<file path="src/rtl/fp_pkg.sv">
// Shared types for the FP add/sub issue stage: the buffered command record,
// the mode encoding, and the sequencer state set.
package fp_pkg;

  typedef struct packed {
    logic        mode;
    logic [31:0] op1;
    logic [31:0] op2;
  } fp_cmd_t;

  localparam logic MODE_ADD = 1'b0;
  localparam logic MODE_SUB = 1'b1;

  typedef enum logic [1:0] {
    IDLE,
    ISSUE,
    WAIT
  } seq_state_t;

endpackage

</file>
<file path="src/rtl/fp_cmd_fifo.sv">
// Command FIFO for the add/sub sequencer. Registered storage, no bypass:
// an entry written on one edge is first visible at the head after that edge.
module fp_cmd_fifo
  import fp_pkg::*;
#(
  parameter int FIFO_DEPTH = 4
) (
  input  logic                               clk,
  input  logic                               n_rst,
  input  logic                               i_push,
  input  logic                               i_pop,
  input  fp_cmd_t                            i_data,
  output fp_cmd_t                            o_data,
  output logic                               o_full,
  output logic                               o_empty,
  output logic [$clog2(FIFO_DEPTH+1)-1:0]    o_count
);

  localparam int PTR_W = $clog2(FIFO_DEPTH);
  localparam int CNT_W = $clog2(FIFO_DEPTH + 1);

  fp_cmd_t            r_mem [FIFO_DEPTH];
  logic [PTR_W-1:0]   r_wr_ptr;
  logic [PTR_W-1:0]   r_rd_ptr;
  logic [CNT_W-1:0]   r_count;
  logic               w_do_push;
  logic               w_do_pop;

  assign o_full    = (r_count == CNT_W'(FIFO_DEPTH));
  assign o_empty   = (r_count == '0);
  assign o_count   = r_count;
  assign o_data    = r_mem[r_rd_ptr];
  assign w_do_push = i_push && !o_full;
  assign w_do_pop  = i_pop && !o_empty;

  // Storage carries no reset; the count alone decides what is valid.
  always_ff @(posedge clk) begin
    if (w_do_push) begin
      r_mem[r_wr_ptr] <= i_data;
    end
  end

  // Depth is a power of two, so the pointers wrap by natural overflow.
  always_ff @(posedge clk or negedge n_rst) begin
    if (!n_rst) begin
      r_wr_ptr <= '0;
      r_rd_ptr <= '0;
      r_count  <= '0;
    end else begin
      if (w_do_push) begin
        r_wr_ptr <= r_wr_ptr + PTR_W'(1);
      end
      if (w_do_pop) begin
        r_rd_ptr <= r_rd_ptr + PTR_W'(1);
      end
      case ({w_do_push, w_do_pop})
        2'b10:   r_count <= r_count + CNT_W'(1);
        2'b01:   r_count <= r_count - CNT_W'(1);
        default: r_count <= r_count;
      endcase
    end
  end

endmodule

</file>
<file path="src/rtl/fp_addsub_sequencer.sv">
// Issue stage in front of the addsub FP unit: queues commands, runs one
// operation at a time, and returns each result (or a timeout) on a valid/ready port.
module fp_addsub_sequencer
  import fp_pkg::*;
#(
  parameter int FIFO_DEPTH = 4,
  parameter int TIMEOUT    = 16
) (
  input  logic        clk,
  input  logic        n_rst,
  input  logic        cmd_valid,
  output logic        cmd_ready,
  input  logic        cmd_mode,
  input  logic [31:0] cmd_op1,
  input  logic [31:0] cmd_op2,
  output logic        add_start,
  output logic        mode,
  output logic [31:0] op1,
  output logic [31:0] op2,
  input  logic [31:0] add_result,
  input  logic        add_done,
  input  logic        add_overflow,
  output logic        rsp_valid,
  input  logic        rsp_ready,
  output logic [31:0] rsp_result,
  output logic        rsp_overflow,
  output logic        rsp_timeout,
  output logic        busy
);

  localparam int               CNT_W    = $clog2(FIFO_DEPTH + 1);
  localparam int               TMO_W    = $clog2(TIMEOUT);
  localparam logic [TMO_W-1:0] TMO_LAST = TMO_W'(TIMEOUT - 1);

  seq_state_t         r_state;
  seq_state_t         w_next_state;
  fp_cmd_t            w_cmd_in;
  fp_cmd_t            w_head;
  logic               w_fifo_full;
  logic               w_fifo_empty;
  logic [CNT_W-1:0]   w_fifo_count;
  logic               w_pop;
  logic               w_rsp_free;
  logic               w_load_done;
  logic               w_load_tmo;
  logic [TMO_W-1:0]   r_tmo_cnt;
  logic               r_mode;
  logic [31:0]        r_op1;
  logic [31:0]        r_op2;
  logic               r_rsp_valid;
  logic [31:0]        r_rsp_result;
  logic               r_rsp_overflow;
  logic               r_rsp_timeout;

  assign w_cmd_in = {cmd_mode, cmd_op1, cmd_op2};

  fp_cmd_fifo #(
    .FIFO_DEPTH (FIFO_DEPTH)
  ) u_fifo (
    .clk     (clk),
    .n_rst   (n_rst),
    .i_push  (cmd_valid),
    .i_pop   (w_pop),
    .i_data  (w_cmd_in),
    .o_data  (w_head),
    .o_full  (w_fifo_full),
    .o_empty (w_fifo_empty),
    .o_count (w_fifo_count)
  );

  // A new op is only popped when its eventual response has somewhere to go.
  assign w_rsp_free   = !r_rsp_valid || rsp_ready;
  assign cmd_ready    = !w_fifo_full;
  assign add_start    = (r_state == ISSUE);
  assign busy         = (r_state != IDLE) || (w_fifo_count != '0);
  assign mode         = r_mode;
  assign op1          = r_op1;
  assign op2          = r_op2;
  assign rsp_valid    = r_rsp_valid;
  assign rsp_result   = r_rsp_result;
  assign rsp_overflow = r_rsp_overflow;
  assign rsp_timeout  = r_rsp_timeout;

  always_ff @(posedge clk or negedge n_rst) begin
    if (!n_rst) begin
      r_state <= IDLE;
    end else begin
      r_state <= w_next_state;
    end
  end

  // add_done is checked before the timeout so a late completion still wins.
  always_comb begin
    w_next_state = r_state;
    w_pop        = 1'b0;
    w_load_done  = 1'b0;
    w_load_tmo   = 1'b0;
    case (r_state)
      IDLE: begin
        if (!w_fifo_empty && w_rsp_free) begin
          w_pop        = 1'b1;
          w_next_state = ISSUE;
        end
      end
      ISSUE: begin
        w_next_state = WAIT;
      end
      WAIT: begin
        if (add_done) begin
          w_load_done  = 1'b1;
          w_next_state = IDLE;
        end else if (r_tmo_cnt == TMO_LAST) begin
          w_load_tmo   = 1'b1;
          w_next_state = IDLE;
        end
      end
      default: begin
        w_next_state = IDLE;
      end
    endcase
  end

  always_ff @(posedge clk or negedge n_rst) begin
    if (!n_rst) begin
      r_tmo_cnt <= '0;
    end else if (r_state == ISSUE) begin
      r_tmo_cnt <= '0;
    end else if (r_state == WAIT) begin
      r_tmo_cnt <= r_tmo_cnt + TMO_W'(1);
    end
  end

  // Operands stay put from one pop to the next so addsub may resample them.
  always_ff @(posedge clk or negedge n_rst) begin
    if (!n_rst) begin
      r_mode <= 1'b0;
      r_op1  <= '0;
      r_op2  <= '0;
    end else if (w_pop) begin
      r_mode <= w_head.mode;
      r_op1  <= w_head.op1;
      r_op2  <= w_head.op2;
    end
  end

  always_ff @(posedge clk or negedge n_rst) begin
    if (!n_rst) begin
      r_rsp_valid    <= 1'b0;
      r_rsp_result   <= '0;
      r_rsp_overflow <= 1'b0;
      r_rsp_timeout  <= 1'b0;
    end else if (w_load_done) begin
      r_rsp_valid    <= 1'b1;
      r_rsp_result   <= add_result;
      r_rsp_overflow <= add_overflow;
      r_rsp_timeout  <= 1'b0;
    end else if (w_load_tmo) begin
      r_rsp_valid    <= 1'b1;
      r_rsp_result   <= '0;
      r_rsp_overflow <= 1'b0;
      r_rsp_timeout  <= 1'b1;
    end else if (r_rsp_valid && rsp_ready) begin
      r_rsp_valid    <= 1'b0;
    end
  end

endmodule

</file>
<file path="config.mk">
export PLATFORM = sky130hd
export DESIGN_NAME = fp_addsub_sequencer
export DESIGN_NICKNAME = d
export VERILOG_FILES = /design/src/rtl/fp_pkg.sv /design/src/rtl/fp_cmd_fifo.sv /design/src/rtl/fp_addsub_sequencer.sv
export SDC_FILE = /design/constraint.sdc
export NUM_CORES = 1
export LEC_CHECK = 0
export CAP_MARGIN = 20
export CORE_MARGIN = 10
export CORE_UTILIZATION = 54
export DETAILED_ROUTE_END_ITERATION = 10
export PLACE_DENSITY = 0.86
export SYNTH_ARGS = -nofsm -noshare
export SYNTH_HDL_FRONTEND = slang
export SYNTH_SLANG_ARGS = --single-unit
export TNS_END_PERCENT = 100
</file>
<file path="constraint.sdc">
create_clock -name clk -period 4.04 [get_ports clk]
set_clock_uncertainty 0.2 [all_clocks]
set_input_delay 0.404 -clock clk [delete_from_list [all_inputs] [get_ports clk]]
set_output_delay 0.404 -clock clk [all_outputs]
set_load 0.02 [all_outputs]
</file>
==> flow_metrics.tcl <==
set metrics [dict create \
    timing.critical_path.fanout_max 29 \
    setup_total_negative_slack_ps 0 \
    hold_slack_ps 283 \
    slew_headroom_pct 29.1 \
    final_hold_viol_count 0 \
    dieArea_um2 32300 \
    final-seq-area_um2 10600 \
    drt_pass1_iterations 5 \
    dp_hpwl_um 16800 \
    setup.worst_path.end "u_fifo.o_count[2]" \
    grt_max_degree 69 \
    finalWorstPathRequiredPeriod_ps 2860 \
    max_cap_viol_count 0 \
    synthesis.instances 627 \
    postSynthNetCount 741 \
    worst-r2r-cell-count 8 \
    buffer_cell_driving_the_clock_tree_root "sky130_fd_sc_hd__clkbuf_16" \
    wl_per_cell_um 23.5 \
    fp.coreArea_um2 25200 \
    syn-cell-area_um2 13800 \
    cellPowerDensity_nw_per_um2 801 \
    transition_time_of_the_tightest_slew_check_pin_ps 1060 \
    vertical_die_dimension_um 180 \
    layout_cells_excl_fill 1204 \
    gp_congestion 0.775 \
    antenna_found_initial 0 \
    via_count 6830 \
    worst_r2r_startpoint "u_fifo.o_count[0]" \
    irDropWorstVdd_mv 0.488 \
    share_of_the_clock_period_used_by_the_worst_path_pct 70.9 \
    place.detailed.instances 1137 \
    filler_cells 1567 \
    drtIter0Drc 440 \
    grt_usage_pct 17.3 \
    wire_length_of_the_first_global_routing_pass_um 44400 \
    synth.area.top_cells "sky130_fd_sc_hd__edfxtp_1, sky130_fd_sc_hd__dfrtp_1, sky130_fd_sc_hd__mux4_2" \
    required_time_worst_endpoint_ps 4260 \
    antenna_violating_nets_post_route 0 \
    timing.setup.critical_path_class "flip-flop to flip-flop" \
    timing.fmax_mhz 349 \
    synthesis.yosys.warnings 0 \
    synth_seq_cells 373 \
    slew_viol_final 0 \
    worst_setup_path_startpoint "u_fifo.o_count[0]" \
    antenna_cells_inserted 0 \
    numCtsBuffers 37 \
    grt_setup_unrepaired "false" \
    post_cts_buffers 0 \
    top_level_ports 206 \
    final_core_util_pct 68.8 \
    worst-r2r-setup-slack_ps 1180 \
    synthDistinctLibCells 34 \
    worst_setup_path_start_kind "flip-flop" \
    postRouteWirelength_um 28400 \
    worst_slack_ps 1180 \
    synth_largest_area_cell "sky130_fd_sc_hd__edfxtp_1" \
    worst_r2r_endpoint "u_fifo.o_count[2]" \
    timing.hold.worst.class "input pin to async pin" \
    rows 58 \
    drc_errors 0 \
    dpl_worst_slack_ps 1080 \
    global_route.overflow_total 0 \
    multiInputGateArea_um2 2970 \
    final_net_count 962 \
    power.static_leakage_nw 6.21 \
    syn-mean-instance-area_um2 22.0 \
    port_buffers 205 \
    worstSetupEndpointType "flip-flop" \
    cts-resized-gates 0 \
    clkSlewWorstSetupHoldPaths_ps 60 \
    fraction_of_final_layout_cells_sized_beyond_drive_strength_1_pct 22.5 \
    grt_pass1_vias 7487 \
    synth_top_area_share_pct 56.7 \
    die_w_um 180 \
    clock_sinks 373 \
    flow.area_growth_from_synthesis_pct 25.6 \
    floorplan.initialDensity_pct 54.7 \
    clock_path_buffers 3 \
    ctsHoldBuffers 1 \
    cts_tree "yes" \
    drt-vias-per-instance 5.67 \
    outcome "complete, no violations" \
    cts_max_level 2 \
    seq_area_frac_synth_pct 77.2 \
    setup_violations 0 \
    clock_latency_ps 500 \
    critPathArrivalTime_ps 3080 \
]
[flip-flops by register name (all words and copies together) (netlist names), 2 cells and up]
name,cells
u_fifo.r_rd_ptr,2
u_fifo.o_count,3
op2,32
u_fifo.r_wr_ptr,2
r_tmo_cnt,4
r_state,2
rsp_result,32
u_fifo.r_mem,260
op1,32
[through the flow]
stage	cell area, µm²	power (mW)
3_5_place_dp	16200	10.8
5_1_grt	17300	14.6
3_3_place_gp	16200	10.6
6_report	17300	13.9
2_1_floorplan	13800	8.91
4_1_cts	17300	14.1
[synthesized netlist by cell type (all sizes together)]
cell,n
a21oi,1
a221oi,1
a22o,34
a31oi,1
and2,2
and3,6
and3b,1
buf,18
clkbuf,11
dfrtp,113
edfxtp,260
fa,1
ha,10
inv,7
mux2,69
mux2i,1
mux4,65
nand2,3
nand2b,3
nand3,1
nand3b,1
nand4,1
nor2,3
nor3,1
o21ai,5
or3,1
or3b,1
xnor2,5
xor2,1
[worst max-delay path, stage by stage, from the launching register on]
cell,delay (ps)
sky130_fd_sc_hd__dfrtp_1,450
sky130_fd_sc_hd__or3_1,450
sky130_fd_sc_hd__nand3_4,430
sky130_fd_sc_hd__inv_1,100
sky130_fd_sc_hd__ha_1,270
sky130_fd_sc_hd__fa_1,450
sky130_fd_sc_hd__xnor2_1,140
sky130_fd_sc_hd__nor2_1,120
sky130_fd_sc_hd__xor2_1,170
[worst min-delay path by stage]
stage | slack (ps) | depth (start not counted) | start | to
4_1_cts | 300 | 2 | add_result[4] | rsp_result[4]
5_1_grt | 310 | 1 | cmd_op1[30] | u_fifo.r_mem[0][62]
3_3_place_gp | 280 | 1 | n_rst | op2[3]
2_1_floorplan | -90 | 0 | n_rst | mode
6_report | 280 | 2 | n_rst | op2[3]
3_5_place_dp | 280 | 1 | rsp_result[27] | rsp_result[27]
[logic make-up after synthesis]
logic type                 Yosys count  synth area share, %
and+or+nand+nor                     24                 1.04
muxes                              135                 16.3
DFF                                373                 77.2
xor gates and xnor gates             6                0.381
AOI/OAI and AO/OA                   42                 2.49
adders and majority gates           11                 1.05
buffers and inverters               36                 1.53
[routing by layer]
metal / GRT usage [%] / vias up / routed length, µm
met5: 0 / - / 0
met4: 4.57 / 0 / 530
met3: 4.14 / 39 / 1970
met2: 28.7 / 247 / 14100
met1: 22.7 / 3567 / 11800
li1: - / 2977 / -
[cell usage in the layout, fill, tap and decap left out, types with 2 or more instances in the layout]
master / instances
sky130_fd_sc_hd__a22o_1: 34
sky130_fd_sc_hd__and2_1: 2
sky130_fd_sc_hd__and3_1: 2
sky130_fd_sc_hd__and3_4: 4
sky130_fd_sc_hd__buf_12: 2
sky130_fd_sc_hd__buf_4: 3
sky130_fd_sc_hd__clkbuf_1: 12
sky130_fd_sc_hd__clkbuf_16: 38
sky130_fd_sc_hd__clkbuf_8: 5
sky130_fd_sc_hd__clkdlybuf4s50_1: 204
sky130_fd_sc_hd__clkinv_1: 4
sky130_fd_sc_hd__clkinv_2: 5
sky130_fd_sc_hd__dfrtp_1: 111
sky130_fd_sc_hd__dfrtp_4: 2
sky130_fd_sc_hd__edfxtp_1: 260
sky130_fd_sc_hd__ha_1: 10
sky130_fd_sc_hd__inv_1: 7
sky130_fd_sc_hd__mux2_2: 69
sky130_fd_sc_hd__mux4_2: 65
sky130_fd_sc_hd__nand2_1: 3
sky130_fd_sc_hd__nand2b_1: 3
sky130_fd_sc_hd__nor2_1: 3
sky130_fd_sc_hd__o21ai_0: 4
sky130_fd_sc_hd__xnor2_1: 5
[layout make-up]
class / count / share of cell area (%)
sequential: 373 / 61.5
multi-input combinational: 218 / 17.1
timing repair buffer: 211 / 12.3
clock buffer: 55 / 6.15
tap: 330 / 2.38
clock inverter: 10 / 0.405
inverter: 7 / 0.152
[report_power, final]
part | internal [mW] | switching [mW] | total [mW]
combinational | 2.50 | 2.18 | 4.68
clock | 1.88 | 1.31 | 3.19
sequential | 5.29 | 0.715 | 6.01
total | 9.68 | 4.20 | 13.9
(Power assumes the default switching activity.)
